File: config.mk
export PLATFORM = sky130hd
export DESIGN_NAME = icache_assoc
export DESIGN_NICKNAME = d
export VERILOG_FILES = /design/src/rtl/icache_assoc.sv
export SDC_FILE = /design/constraint.sdc
export NUM_CORES = 1
export LEC_CHECK = 0
export ABC_AREA = 0
export CELL_PAD_IN_SITES_DETAIL_PLACEMENT = 1
export CELL_PAD_IN_SITES_GLOBAL_PLACEMENT = 1
export CORE_ASPECT_RATIO = 0.5
export CORE_MARGIN = 4
export CORE_UTILIZATION = 55
export DETAILED_ROUTE_END_ITERATION = 7
export GPL_TIMING_DRIVEN = 0
export PLACE_DENSITY = 0.81
export SETUP_SLACK_MARGIN = 0.02
export SLEW_MARGIN = 20
export SYNTH_ARGS = -nofsm -noshare
export SYNTH_HDL_FRONTEND = slang
export SYNTH_SLANG_ARGS = --single-unit
File: constraint.sdc
create_clock -name CLK -period 7.9 [get_ports CLK]
set_input_delay 2.37 -clock CLK [delete_from_list [all_inputs] [get_ports CLK]]
set_output_delay 2.37 -clock CLK [all_outputs]
set_load 0.005 [all_outputs]
File: src/rtl/icache_assoc.sv
// N-way set-associative read-only instruction cache with blocking multi-word refill.
// Define ICACHE_LRU_EN for true-LRU victim selection; default is per-set round-robin.
module icache_assoc #(
  parameter int SETS     = 8,
  parameter int WAYS     = 2,
  parameter int BLKWORDS = 2
) (
  input  logic        CLK,
  input  logic        RST,
  input  logic        imemREN,
  input  logic [31:0] imemaddr,
  output logic        ihit,
  output logic [31:0] imemload,
  input  logic        flush,
  output logic        iREN,
  output logic [31:0] iaddr,
  input  logic [31:0] iload,
  input  logic        iwait
);
  localparam int WO = $clog2(BLKWORDS);
  localparam int IX = $clog2(SETS);
  localparam int TW = 30 - WO - IX;
  localparam int WB = (WAYS > 1) ? $clog2(WAYS) : 1;
  localparam int CW = (BLKWORDS > 1) ? WO : 1;

  typedef enum logic {IDLE, FILL} state_t;

  state_t            state_q, state_d;
  logic [31:0]       base_q, base_d;
  logic [CW-1:0]     cnt_q, cnt_d;
  logic [WB-1:0]     vic_q, vic_d;

  logic [WAYS-1:0]   valid_q [SETS];
  logic [TW-1:0]     tag_q   [SETS][WAYS];
  logic [31:0]       data_q  [SETS][WAYS][BLKWORDS];

  logic [IX-1:0]     set_idx, fill_set;
  logic [TW-1:0]     tag_in, fill_tag;
  logic [CW-1:0]     woff;
  logic              lookup, hit_any, accept, last, fill_done;
  logic [WB-1:0]     hit_way, victim;

  assign set_idx  = IX'(imemaddr >> (2 + WO));
  assign tag_in   = TW'(imemaddr >> (2 + WO + IX));
  assign woff     = CW'((imemaddr >> 2) % BLKWORDS);
  assign fill_set = IX'(base_q >> (2 + WO));
  assign fill_tag = TW'(base_q >> (2 + WO + IX));

  always_comb begin
    hit_any = 1'b0;
    hit_way = '0;
    for (int w = WAYS - 1; w >= 0; w--)
      if (valid_q[set_idx][w] && tag_q[set_idx][w] == tag_in) begin
        hit_any = 1'b1;
        hit_way = WB'(w);
      end
  end

  // Lookups are suppressed while flushing so a flush cycle never hits or starts a fill.
  assign lookup    = (state_q == IDLE) && imemREN && !flush;
  assign ihit      = lookup && hit_any;
  assign imemload  = ihit ? data_q[set_idx][hit_way][woff] : '0;
  assign iREN      = (state_q == FILL) && !flush;
  assign iaddr     = (state_q == FILL) ? base_q + (32'(cnt_q) << 2) : '0;
  assign accept    = iREN && !iwait;
  assign last      = (cnt_q == CW'(BLKWORDS - 1));
  assign fill_done = accept && last;

`ifdef ICACHE_LRU_EN
  logic [WB-1:0] age_q [SETS][WAYS];
  logic          touch;
  logic [IX-1:0] touch_set;
  logic [WB-1:0] touch_way;
  assign touch     = ihit || fill_done;
  assign touch_set = ihit ? set_idx : fill_set;
  assign touch_way = ihit ? hit_way : vic_q;
`else
  logic [WB-1:0] rr_q [SETS];
`endif

  always_comb begin
    logic found;
    found  = 1'b0;
    victim = '0;
    for (int w = 0; w < WAYS; w++)
      if (!found && !valid_q[set_idx][w]) begin
        found  = 1'b1;
        victim = WB'(w);
      end
    if (!found) begin
`ifdef ICACHE_LRU_EN
      for (int w = 1; w < WAYS; w++)
        if (age_q[set_idx][w] > age_q[set_idx][victim]) victim = WB'(w);
`else
      victim = rr_q[set_idx];
`endif
    end
  end

  always_comb begin
    state_d = state_q;
    base_d  = base_q;
    cnt_d   = cnt_q;
    vic_d   = vic_q;
    case (state_q)
      IDLE: if (lookup && !hit_any) begin
        state_d = FILL;
        base_d  = imemaddr & ~32'(BLKWORDS * 4 - 1);
        cnt_d   = '0;
        vic_d   = victim;
      end
      FILL: if (flush) begin
        state_d = IDLE;
        cnt_d   = '0;
      end else if (accept) begin
        cnt_d = cnt_q + 1'b1;
        if (last) begin
          state_d = IDLE;
          cnt_d   = '0;
        end
      end
      default: state_d = IDLE;
    endcase
  end

  always_ff @(posedge CLK or posedge RST) begin
    if (RST) begin
      state_q <= IDLE;
      base_q  <= '0;
      cnt_q   <= '0;
      vic_q   <= '0;
      for (int s = 0; s < SETS; s++) valid_q[s] <= '0;
    end else begin
      state_q <= state_d;
      base_q  <= base_d;
      cnt_q   <= cnt_d;
      vic_q   <= vic_d;
      if (flush)
        for (int s = 0; s < SETS; s++) valid_q[s] <= '0;
      else if (fill_done)
        valid_q[fill_set][vic_q] <= 1'b1;
    end
  end

  // Line payload needs no reset: valid bits gate every use of it.
  always_ff @(posedge CLK) begin
    if (accept) begin
      data_q[fill_set][vic_q][cnt_q] <= iload;
      if (last) tag_q[fill_set][vic_q] <= fill_tag;
    end
  end

`ifdef ICACHE_LRU_EN
  // Ties count as younger so the all-zero reset ages settle into a proper ordering.
  always_ff @(posedge CLK or posedge RST) begin
    if (RST) begin
      for (int s = 0; s < SETS; s++)
        for (int w = 0; w < WAYS; w++) age_q[s][w] <= '0;
    end else if (touch) begin
      for (int w = 0; w < WAYS; w++)
        if (WB'(w) == touch_way)
          age_q[touch_set][w] <= '0;
        else if (age_q[touch_set][w] <= age_q[touch_set][touch_way] &&
                 age_q[touch_set][w] != WB'(WAYS - 1))
          age_q[touch_set][w] <= age_q[touch_set][w] + 1'b1;
    end
  end
`else
  always_ff @(posedge CLK or posedge RST) begin
    if (RST) begin
      for (int s = 0; s < SETS; s++) rr_q[s] <= '0;
    end else if (fill_done) begin
      rr_q[fill_set] <= WB'((int'(rr_q[fill_set]) + 1) % WAYS);
    end
  end
`endif
endmodule

# After elaboration in Yosys (flattened, before gate mapping)
# Memories as Yosys holds them, arrays and structs flattened.
# Cells that the tools add are included.
# word_totals
word_cells	123
mem_count	2
regBits	56
latch_bits	0
mem_bits_rw	1440
inputBits	69
mem_bits_ro	0
out_inout_bits	66
# memory_table
memory	depth	width	rd	rd_ports_with_merged_regs	write_ports	line_no	rtl
data_q	8	128	1	0	1	35	logic [31:0] data_q [SETS][WAYS][BLKWORDS];
tag_q	8	52	1	0	1	34	logic [TW-1:0] tag_q [SETS][WAYS];
# classes
n_mul	0
shift	0
reduce_logical	21
n_div	0
eq_ne	4
n_addsub	3
n_mux	54
order_cmp	11
bitwise	8
# ops
cell	n
$mux W64	4
$mux W32	6
$mux W128	1
$demux W64 S1	1
$eq A26 B26 Y1	2
$mux W52	1
$add A32 B3 Y32	1
$demux W32 S1	1
$mux W16	2
$demux W26 S1	1
$mux W26	1
$mux W1	24
$or A16 B16 Y16	1
$logic_and A1 B1 Y1	14
$bwmux W8	1
$ge A2 B2 Y1 const B	4
$ge A4 B4 Y1 const B	2
$not A1 Y2	4
$not A3 Y4	2
$bmux W1 S3	2
$bmux W2 S3	1
$demux W2 S3	1
$mux W2	3
$logic_not A1 Y1	4
other kinds (13)	17

# Longest topological paths before layout
# logic_depth
depth_word	15
ltp_mapped	14

# Least setup slack after synthesis
# No wires, ideal clock.
# synth_path
path_kind	input to output
start	in imemaddr[3]
end	out imemload[22]
t_required_ns	5.530
setup_slack_ns	0.665
t_arrival_ns	4.865
cell_stages	10
path_buffers	6
cell_sequence	buf_4 -> buf_6 -> buf_2 -> buf_2 -> buf_2 -> buf_2 -> mux4_2 -> mux4_2 -> o21ai_0 -> a21oi_1
# synth_between
elab_chain_len	15
elab_cells_between_ends	22
cone_classes	eq/ne: 2; mux: 13; bitwise: 2; reduce/logical: 3; memory: 2
# synth_lines
element	line_no	rtl
from (decl)	11	input logic [31:0] imemaddr,
parallel branches: the longest is 14 deep, another holds $mem_v2 Z8 W52	--	
$mux W32 *	62	assign imemload = ihit ? data_q[set_idx][hit_way][woff] : '0;
to (decl)	13	output logic [31:0] imemload,
# Every way passes the cells marked *. The select of a mux whose other input is x is not followed.

# Worst setup path after layout
# layout_path
start	in imemaddr[4]
end	out imemload[30]
# Same word-level chain as after synthesis.

==> impl_metrics.tcl <==
set metrics [dict create \
    postRouteAntennaNets 0 \
    cts-root-buf "clkbuf_16" \
    clock_skew_ns 0.0448 \
    holdWs_ns 0.553 \
    grt_max_degree 41 \
    dp_cells 4266 \
    grt_pass1_vias 33600 \
    io_buffers 125 \
    yosysUniqueCellTypes 53 \
    power.total_mw 16.7 \
    setup-tns-final_ns -10.75 \
    violations "setup timing" \
    cp-end-kind "output pin" \
    drive_above_1_share_pct 35.6 \
    synth_seq_area_share_pct 76.8 \
    nNetsFinal 3114 \
    setup_ws_ns -0.415 \
    io_pins 135 \
    cp.required_ns 5.53 \
    vias_per_cell 7.21 \
    synth-edff-count 1440 \
    yosysWarningCount 0 \
    drc_errors 0 \
    slew_headroom_pct 22.3 \
    start_util_pct 56.0 \
    wire_per_inst_um 42.6 \
    fmax_ghz 0.120 \
    numCtsBuffers 131 \
    worstPathArrival_ns 5.94 \
    grt_pass1_wl_mm 270 \
    placed_area_um2 63100 \
    netlist_area_um2 58100 \
    synthFlopType "edfxtp_1" \
    fp.dieW_um 468 \
    critPathMaxFanout 6 \
    drt_iter0_drc 6666 \
    grt_use_total_pct 35.2 \
    path_clk_slew_ns 0.06 \
    cts_tree "built" \
    layout_common_cells "edfxtp_1 (1440), mux4_2 (384), clkbuf_16 (137), buf_4 (120), buf_2 (109)" \
    final_area_um2 68800 \
    die_area_um2 111000 \
    fin_crit_sh_pct 105 \
    cts_sinks 1496 \
    drt_pass1_iterations 7 \
    final_util_pct 66.3 \
    p_leak_nw 22.3 \
    multi_input_area_um2 13700 \
    routed_wirelength_mm 194 \
    seq_area_um2 44600 \
    dp_hpwl_mm 109 \
    rsz0062_at_grt "yes" \
    slew_violations 0 \
    path_class "input port to output pin" \
    setup_viol 33 \
    pre_cts_ws_ns -2.30 \
    async_flop_share_pct 3.74 \
    rrSetupSlack_ns 3.31 \
    gp_routability_congestion 0.815 \
    clock_path_buffers 3 \
    fin_cells 4561 \
    syn_to_final_growth_pct 18.3 \
    grt_overflow 0 \
    core_um2 104000 \
    status "complete, but fails checks" \
    holdCritPathClass "flip-flop to flip-flop" \
    postSynthAreaPerCell_um2 22.4 \
    nFillCells 8102 \
    antenna_found_initial 8 \
    row_count 83 \
    tightest_slew_ns 1.17 \
    hold_viol_final 0 \
    die_y_um 238 \
    hold_buffers 0 \
    clk_latency_ns 0.78 \
    irDropWorstVdd_mv 0.240 \
    fin_crit_ns 8.31 \
    htreeDepth 4 \
    final_common_cell "edfxtp_1" \
    vias 32900 \
    power_density_nw_per_um2 243 \
    cp-start-kind "input port" \
    synthCells 2591 \
    synth-seq-cells 1496 \
    maxCapViolations 0 \
]
==> routing by layer <==
metal  vias up  share of wire [%]  GRT usage (%)
met5         -             0.0067              0
met4         2                5.3           15.0
met3       642                 12           7.85
met2      3299                 48           56.3
met1     17100                 34           47.7
li1      11800                  -              -
==> cell usage after synthesis, drive strengths merged, types with 2 or more instances <==
cell type / count / area, µm²
a221oi: 12 / 105
nor3: 20 / 100
buf: 102 / 601
or3: 5 / 31.3
edfxtp: 1440 / 43200
o211ai: 3 / 22.5
o22ai: 16 / 100
nor3b: 3 / 22.5
xnor2: 5 / 43.8
a21oi: 38 / 190
nand2b: 5 / 31.3
dfrtp: 56 / 1400
and3: 7 / 43.8
nand3: 36 / 185
nor2: 69 / 267
mux2: 67 / 754
xor2: 38 / 333
a22oi: 12 / 90.1
o21ai: 39 / 199
clkbuf: 47 / 176
nor4: 9 / 68.8
and2: 31 / 194
nand3b: 2 / 15.0
inv: 4 / 15.0
o2111ai: 2 / 17.5
nand4: 7 / 50.1
or4: 3 / 22.5
mux4: 384 / 8650
a22o: 7 / 61.3
nor2b: 5 / 31.3
mux2i: 92 / 921
or2: 3 / 18.8
nand2: 11 / 41.3
==> sequential cells by signal (all words and copies together), names as in the netlist <==
signal	flops
data_q	1024
tag_q	416
base_q	29
valid_q	16
rr_q	8
cnt_q	1
state_q	1
vic_q	1
==> path summary, 6_finish.rpt <==
| check | startpoint | end | depth (start not counted) |
|---|---|---|---|
| setup / recovery | imemaddr[4] | imemload[30] | 16 |
| hold / removal | valid_q[13] | valid_q[13] | 2 |
| setup reg to reg | state_q | data_q[6][81] | 13 |
| hold reg to reg | valid_q[13] | valid_q[13] | 2 |
| max in group asynchronous | RST | base_q[16] | 3 |
| min in group asynchronous | RST | base_q[9] | 2 |
==> cells by family after synthesis <==
| group | Yosys count | share of synthesized area [%] |
|---|---|---|
| AO/OA/AOI/OAI | 134 | 1.43 |
| XOR/XNOR | 43 | 0.648 |
| buffers and inverters | 154 | 1.37 |
| flip-flops | 1496 | 76.8 |
| multiplexers | 543 | 17.8 |
| other | 1 | 0.00645 |
| AND/OR/NAND/NOR | 220 | 2.00 |
==> timing repair <==
item / 4_1_cts / 5_1_grt
buffers inserted: 42 / 9
cloned: 2 / 0
setup endpoints to repair: 33 / 33
gates resized for setup: 444 / 55
pin swaps: 29 / 13
==> final cells by class <==
class	instances	area share (%)
Antenna cell	7	0.0255
Buffer	147	1.80
Clock buffer	172	5.22
Clock inverter	68	0.773
Inverter	5	0.0382
Multi-Input combinational cell	942	19.9
Sequential cell	1496	64.9
Tap cell	1402	2.55
Timing Repair Buffer	322	4.78
==> power breakdown <==
group	internal, mW	switching [mW]
clock	3.43	3.17
sequential	8.88	0.181
combinational	0.417	0.648
==> critical path: stages <==
cell and delay (ns):
buf_16 0.11, buf_12 0.13, buf_8 0.11, mux4_2 0.49, mux2i_2 0.20, xor2_1 0.30, nand4_1 0.36, nor4_4 0.38
buf_4 0.19, and4_4 0.28, o21ai_4 0.20, buf_12 0.26, buf_8 0.14, buf_6 0.13, a21oi_4 0.13, buf_6 0.12
(Power assumes the default switching activity.)
